==> src/rtl/led_sched_pkg.sv <==
// led_sched_pkg: shared types and constants for the LED PWM scheduler.
// Holds the pattern mode enum, level width, rotate table and period helper.
package led_sched_pkg;

  localparam int LEVEL_W = 8;
  localparam int NCH     = 8;

  typedef logic [LEVEL_W-1:0] level_t;

  typedef enum logic [1:0] {
    MODE_OFF     = 2'd0,
    MODE_ROTATE  = 2'd1,
    MODE_BREATHE = 2'd2,
    MODE_STATIC  = 2'd3
  } mode_e;

  typedef struct packed {
    mode_e  mode;
    level_t level;
  } cfg_t;

  // Channel 0 in the low byte: L[0..7] = 255,128,64,32,16,8,0,0
  localparam logic [NCH*LEVEL_W-1:0] ROT_INIT = {
    8'd0,  8'd0,  8'd8,   8'd16,
    8'd32, 8'd64, 8'd128, 8'd255
  };

  function automatic int period(
    input int clk_hz,
    input int pwm_hz
  );
    return clk_hz / pwm_hz;
  endfunction

endpackage

==> src/rtl/led_duty_scale.sv <==
// led_duty_scale: combinational level -> duty, duty = (g*PERIOD) >> 8.
// Ports: level (8b in), duty (DUTY_W out). Macro LED_GAMMA_EN: g = level^2 >> 8.
module led_duty_scale
  import led_sched_pkg::*;
#(
  parameter int DUTY_W = 16,
  parameter int PERIOD = 16
) (
  input  logic [LEVEL_W-1:0] level,
  output logic [DUTY_W-1:0]  duty
);

  localparam int PROD_W = LEVEL_W + DUTY_W;

  level_t            g;
  logic [PROD_W-1:0] prod;

`ifdef LED_GAMMA_EN
  logic [2*LEVEL_W-1:0] sq;

  assign sq = {{LEVEL_W{1'b0}}, level}
            * {{LEVEL_W{1'b0}}, level};
  assign g  = LEVEL_W'(sq >> LEVEL_W);
`else
  assign g = level;
`endif

  // 255 * 2^DUTY_W still fits in PROD_W, so no bits are lost
  assign prod = PROD_W'(g) * PROD_W'(PERIOD);
  assign duty = DUTY_W'(prod >> LEVEL_W);

endmodule

==> src/rtl/led_pwm_sched.sv <==
// led_pwm_sched: PWM period counter, step timer and pattern sequencer.
// Ports: clk, rst (sync high); cfg_valid/cfg_ready/cfg_mode/cfg_level;
// pwm_cnt, frame_start, step_tick, duty (8 x DUTY_W). Macro: LED_GAMMA_EN.
module led_pwm_sched
  import led_sched_pkg::*;
#(
  parameter int CLK_HZ      = 27_000_000,
  parameter int PWM_HZ      = 1024,
  parameter int STEP_DIV    = 1_048_576,
  parameter int DUTY_W      = 16,
  parameter int BREATHE_INC = 4
) (
  input  logic                  clk,
  input  logic                  rst,
  input  logic                  cfg_valid,
  output logic                  cfg_ready,
  input  logic [1:0]            cfg_mode,
  input  logic [7:0]            cfg_level,
  output logic [DUTY_W-1:0]     pwm_cnt,
  output logic                  frame_start,
  output logic                  step_tick,
  output logic [8*DUTY_W-1:0]   duty
);

  localparam int PERIOD = period(CLK_HZ, PWM_HZ);
  localparam int STEP_W =
    (STEP_DIV > 1) ? $clog2(STEP_DIV) : 1;

  localparam logic [DUTY_W-1:0] CNT_LAST =
    DUTY_W'(PERIOD - 1);
  localparam logic [STEP_W-1:0] STEP_LAST =
    STEP_W'(STEP_DIV - 1);
  localparam level_t INC     = LEVEL_W'(BREATHE_INC);
  localparam level_t LVL_MAX = '1;

  logic [STEP_W-1:0] step_cnt;
  logic              boundary;
  logic              xfer;
  logic              step_now;

  mode_e  mode_q, mode_n;
  level_t static_q, static_n;
  level_t brt_q, brt_n;
  logic   up_q, up_n;
  level_t rot_q [NCH];
  level_t rot_n [NCH];
  level_t lvl_n [NCH];

  logic [LEVEL_W:0] brt_up;

  logic step_pend_q;
  logic pend_vld_q;
  cfg_t pend_q;

  logic [DUTY_W-1:0]     duty_arr [NCH];
  logic [NCH*DUTY_W-1:0] duty_n;
  logic [NCH*DUTY_W-1:0] duty_q;

  assign boundary    = (pwm_cnt == CNT_LAST);
  assign frame_start = boundary;
  assign step_tick   = (step_cnt == STEP_LAST);
  assign cfg_ready   = ~pend_vld_q;
  assign xfer        = cfg_valid & cfg_ready;
  // A tick landing on the boundary counts for it
  assign step_now    = step_pend_q | step_tick;
  assign duty        = duty_q;
  assign brt_up      = {1'b0, brt_q} + {1'b0, INC};

  always_ff @(posedge clk) begin
    if (rst) begin
      pwm_cnt  <= '0;
      step_cnt <= '0;
    end else begin
      pwm_cnt  <= boundary
                ? '0 : pwm_cnt + DUTY_W'(1);
      step_cnt <= step_tick
                ? '0 : step_cnt + STEP_W'(1);
    end
  end

  // Pattern state as it will be after this boundary.
  // A pending config wins and swallows the step.
  always_comb begin
    mode_n   = mode_q;
    static_n = static_q;
    brt_n    = brt_q;
    up_n     = up_q;
    rot_n    = rot_q;
    if (pend_vld_q) begin
      mode_n   = pend_q.mode;
      static_n = pend_q.level;
      brt_n    = '0;
      up_n     = 1'b1;
      for (int i = 0; i < NCH; i++) begin
        rot_n[i] = ROT_INIT[i*LEVEL_W +: LEVEL_W];
      end
    end else if (step_now) begin
      unique case (mode_q)
        MODE_ROTATE: begin
          rot_n[0] = rot_q[NCH-1];
          for (int i = 1; i < NCH; i++) begin
            rot_n[i] = rot_q[i-1];
          end
        end
        MODE_BREATHE: begin
          if (up_q) begin
            if (brt_up >= {1'b0, LVL_MAX}) begin
              brt_n = LVL_MAX;
              up_n  = 1'b0;
            end else begin
              brt_n = brt_up[LEVEL_W-1:0];
            end
          end else if (brt_q <= INC) begin
            brt_n = '0;
            up_n  = 1'b1;
          end else begin
            brt_n = brt_q - INC;
          end
        end
        default: begin
        end
      endcase
    end
  end

  always_comb begin
    for (int i = 0; i < NCH; i++) begin
      lvl_n[i] = '0;
      unique case (mode_n)
        MODE_OFF:     lvl_n[i] = '0;
        MODE_ROTATE:  lvl_n[i] = rot_n[i];
        MODE_BREATHE: lvl_n[i] = brt_n;
        MODE_STATIC:  lvl_n[i] = static_n;
        default:      lvl_n[i] = '0;
      endcase
    end
  end

  for (genvar g = 0; g < NCH; g++) begin : g_ch
    led_duty_scale #(
      .DUTY_W (DUTY_W),
      .PERIOD (PERIOD)
    ) u_scale (
      .level (lvl_n[g]),
      .duty  (duty_arr[g])
    );
  end

  always_comb begin
    duty_n = '0;
    for (int i = 0; i < NCH; i++) begin
      duty_n[i*DUTY_W +: DUTY_W] = duty_arr[i];
    end
  end

  always_ff @(posedge clk) begin
    if (rst) begin
      mode_q      <= MODE_ROTATE;
      static_q    <= '0;
      brt_q       <= '0;
      up_q        <= 1'b1;
      for (int i = 0; i < NCH; i++) begin
        rot_q[i] <= ROT_INIT[i*LEVEL_W +: LEVEL_W];
      end
      step_pend_q <= 1'b0;
      pend_vld_q  <= 1'b0;
      pend_q      <= '0;
      duty_q      <= '0;
    end else begin
      if (boundary) begin
        mode_q      <= mode_n;
        static_q    <= static_n;
        brt_q       <= brt_n;
        up_q        <= up_n;
        rot_q       <= rot_n;
        duty_q      <= duty_n;
        step_pend_q <= 1'b0;
        pend_vld_q  <= 1'b0;
      end else if (step_tick) begin
        step_pend_q <= 1'b1;
      end
      // Slot is free here, so a boundary transfer
      // waits for the following boundary
      if (xfer) begin
        pend_q.mode  <= mode_e'(cfg_mode);
        pend_q.level <= cfg_level;
        pend_vld_q   <= 1'b1;
      end
    end
  end

endmodule
==> config.mk <==
export PLATFORM = sky130hd
export DESIGN_NAME = led_pwm_sched
export DESIGN_NICKNAME = d
export VERILOG_FILES = /design/src/rtl/led_sched_pkg.sv /design/src/rtl/led_duty_scale.sv /design/src/rtl/led_pwm_sched.sv
export SDC_FILE = /design/constraint.sdc
export NUM_CORES = 2
export LEC_CHECK = 0
export ABC_CLOCK_PERIOD_IN_PS = 12800
export BUFFER_PORTS_ARGS = -buffer_cell sky130_fd_sc_hd__buf_4
export CORE_UTILIZATION = 60
export CTS_CLUSTER_SIZE = 10
export DETAILED_ROUTE_END_ITERATION = 8
export MAX_ROUTING_LAYER = met4
export PLACE_DENSITY = 0.82
export SLEW_MARGIN = 20
export SYNTH_ARGS = -nofsm -noshare
export SYNTH_HDL_FRONTEND = slang
export SYNTH_HIERARCHICAL = 1
export SYNTH_SLANG_ARGS = --single-unit
==> constraint.sdc <==
create_clock -name clk -period 12.8 [get_ports clk]
set_input_delay 1.28 -clock clk [delete_from_list [all_inputs] [get_ports clk]]
set_output_delay 1.28 -clock clk [all_outputs]
set_load 0.02 [all_outputs]
==> impl_metrics.toml <==
[timing]
setup_viol = 0
grt_setup_unrepaired = "no"
fin_crit_ns = 8.19
tns_ns = 0
hold_ws_ns = 0.448
setup_slack_ns = 4.61
drv_slew = 0
fmax_ghz = 0.122
tightest_slew_ns = 1.04
hold_viol = 0
min_period_over_period_pct = 64.0
max_slew_margin_pct = 29.6
clock-skew-final_ns = 0.0197

[detailed_routing]
viasPerCell = 5.71
wl_met1_mm = 28.9
routed-wl-met2_mm = 31.7
wl_per_cell_um = 16.2
dr_wl_met3_mm = 3.89
postRouteAntennaNets = 0
dr.pass1.iters = 6
routed_wirelength_mm = 65.8
highest_layer = "met4"
drtIter0Drc = 1556
drc = 0
num_vias = 23221

[layout]
final_area_um2 = 31700
fin_nets = 4141
diodes = 0
layout-drive-gt1-share_pct = 9.91
final_common_cell = "inv_1"
seqCellArea_um2 = 5190
final_util_pct = 66.2
multi_input_area_um2 = 21400
layout_common_cells = "inv_1 (546), nand2_1 (422), ha_1 (383)"
area_growth_pct = 8.66
fill_cells = 3907

[global_route]
antenna_found_initial = 0
grt_max_degree = 77
grt_use_total_pct = 27.8
grt_pass1_wl_mm = 112
grt_pass1_vias = 23072
grt_overflow = 0

[critical_path]
crit_cells = 23
cp_slowest_cell = "fa_1"
start_kind = "register"
crit_top_cell = "fa_1"
worstPathMaxFanout = 36
crit_chain = "buf_4 -> mux2i_4 -> buf_4 -> nor3_1 -> buf_4 -> or2_2 -> o311ai_2 -> o21ai_0 -> fa_1 -> fa_1 -> fa_1 -> inv_1 -> fa_1 -> inv_1 -> ha_1 -> and3_4 -> a221o_1 -> a221oi_2 -> o311ai_2 -> a21oi_2 -> xnor2_1 -> nand2_1 -> a21oi_1"
worstSetupEndpoint = "duty[78]"
worst-setup-path-type = "reg2reg"
critPathMaxStageDelay_ns = 0.78
reg2reg_to = "duty[78]"
r2r_cells = 23
rrSetupSlack_ns = 4.61
path_buf_inv = 5
crit_family = "adder cells"
arrival_ns = 8.73
startpoint = "pend_vld_q"
end_kind = "register"
reg2reg_from = "pend_vld_q"
crit_required_ns = 13.34

[floorplanning]
die_h_um = 222
die-area_um2 = 49500
start_util_pct = 60.9
rows = 80
core-area_um2 = 47800
io_pins = 160
fp.dieW_um = 222

[power_and_ir_drop]
netSwitchingFraction_pct = 38.5
share_comb_of_total_power_pct = 46.2
p_switching_w = 0.00117
p_leak_nw = 15.1
intPower_w = 0.00187
power_per_cell_area_nw_per_um2 = 96.1
seqPwrFrac_pct = 26.8
clkPwrFrac_pct = 27.0
vdd_ir_drop_max_uv = 172

[place]
port_buffers = 159
place_ws_ns = 4.80
gp_congestion = 0.959
dp_hpwl_mm = 51.3
place_area_um2 = 30800

[clock_tree]
cts_tree = "yes"
ctsResizeCount = 0
clock_sinks = 259
post_cts_buffers = 0
cts_buffer_depth = 3
worstSkewPairLatency_ns = 0.62
postCtsHoldBufs = 0
cts_root_buffer = "clkbuf_16"
cts_made_buffers = 31
htree_levels = 1
clk_pin_slew_ns = 0.05

[yosys]
synthesis.instances = 3349
async_flop_share_pct = 0
synth_cell_types = 108
synth_edf_count = 0
syn_area_um2 = 29100
ys_ff_latch = 259
synth_fp_nets = 4049
synthFlopType = "dfxtp_1"
yosys_warnings = 6
synth.yosys.seq_area_share_pct = 17.8
avgSynthCellArea_um2 = 8.70

[job]
drv_cap = 0

[status]
status = "finished, final reports clean"

[hold_path]
min_path_type = "reg2reg"
## Yosys cell counts (23+ instances only)
master      n  area, um2
xnor2_1    92        806
a22oi_1    29        218
clkbuf_1   79        297
mux2i_1    34        340
and3_1     41        257
a22o_1     23        201
xor2_1     60        526
nor2_1    153        574
fa_1      304       6090
a21oi_1   275       1380
nor3_1     29        145
nand3_1    49        245
dfxtp_1   259       5180
a311oi_1   23        201
inv_1     546       2050
a31oi_1    23        144
o21ai_1    33        165
nand2_1   422       1580
a21o_1     39        293
o21ai_0    81        405
ha_1      383       4790
## sequential cells by signal, indices dropped and copies added (netlist names)
signal       cells
duty           128
rot_q           64
step_cnt        20
pwm_cnt         16
pend_q          10
brt_q            8
static_q         8
mode_q           2
pend_vld_q       1
step_pend_q      1
up_q             1
## how the worst min path moves through the flow
stage	end	cells after the start	start	slack, ns
2_1_floorplan	step_cnt[0]	1	step_cnt[0]	0.43
3_3_place_gp	static_q[2]	2	static_q[2]	0.44
3_5_place_dp	static_q[7]	2	static_q[7]	0.44
4_1_cts	static_q[7]	2	static_q[7]	0.45
5_1_grt	duty[65]	2	duty[65]	0.46
6_report	duty[57]	2	duty[57]	0.45
## cells by family after synthesis
group | share of synthesized area (%)
buffers and inverters | 8.99
adders and majority gates | 37.3
xor gates and xnor gates | 4.57
other | 0.103
and+or+nand+nor | 13.0
DFF | 17.8
AOI/OAI and AO/OA | 16.8
muxes | 1.44
## area by class of cell
type	instances	share of cell area, %
Inverter	546	6.47
Timing Repair Buffer	184	4.39
Sequential cell	259	16.4
Tap cell	615	2.43
Clock buffer	38	2.66
Multi-Input combinational cell	2419	67.5
Clock inverter	4	0.190
## tightest hold or removal path, stage by stage (launching register included)
cell and delay [ns]:
dfxtp_1 0.30, nand2_1 0.05, a21oi_1 0.05
## per-stage QoR
stage               total power (W)  cells
floorplan                   0.00197   3349
global placement            0.00219   4022
detailed placement          0.00222   4022
CTS                         0.00306   4064
global route                0.00328   4065
finish                      0.00304   4065
## routing by layer
metal | vias up | track usage (%)
met5 | - | -
met4 | 0 | 7.43
met3 | 108 | 4.06
met2 | 638 | 45.8
met1 | 11173 | 35.9
li1 | 11302 | -
## power by group through the flow
stage	Clock (W)	Sequential (W)	Combinational, W
6_report	0.000823	0.000816	0.00141
5_1_grt	0.000872	0.000816	0.00159
4_1_cts	0.000841	0.000815	0.00141
3_5_place_dp	0	0.000833	0.00139
3_3_place_gp	0	0.000833	0.00136
2_1_floorplan	0	0.000831	0.00114
(Power assumes the default switching activity.)
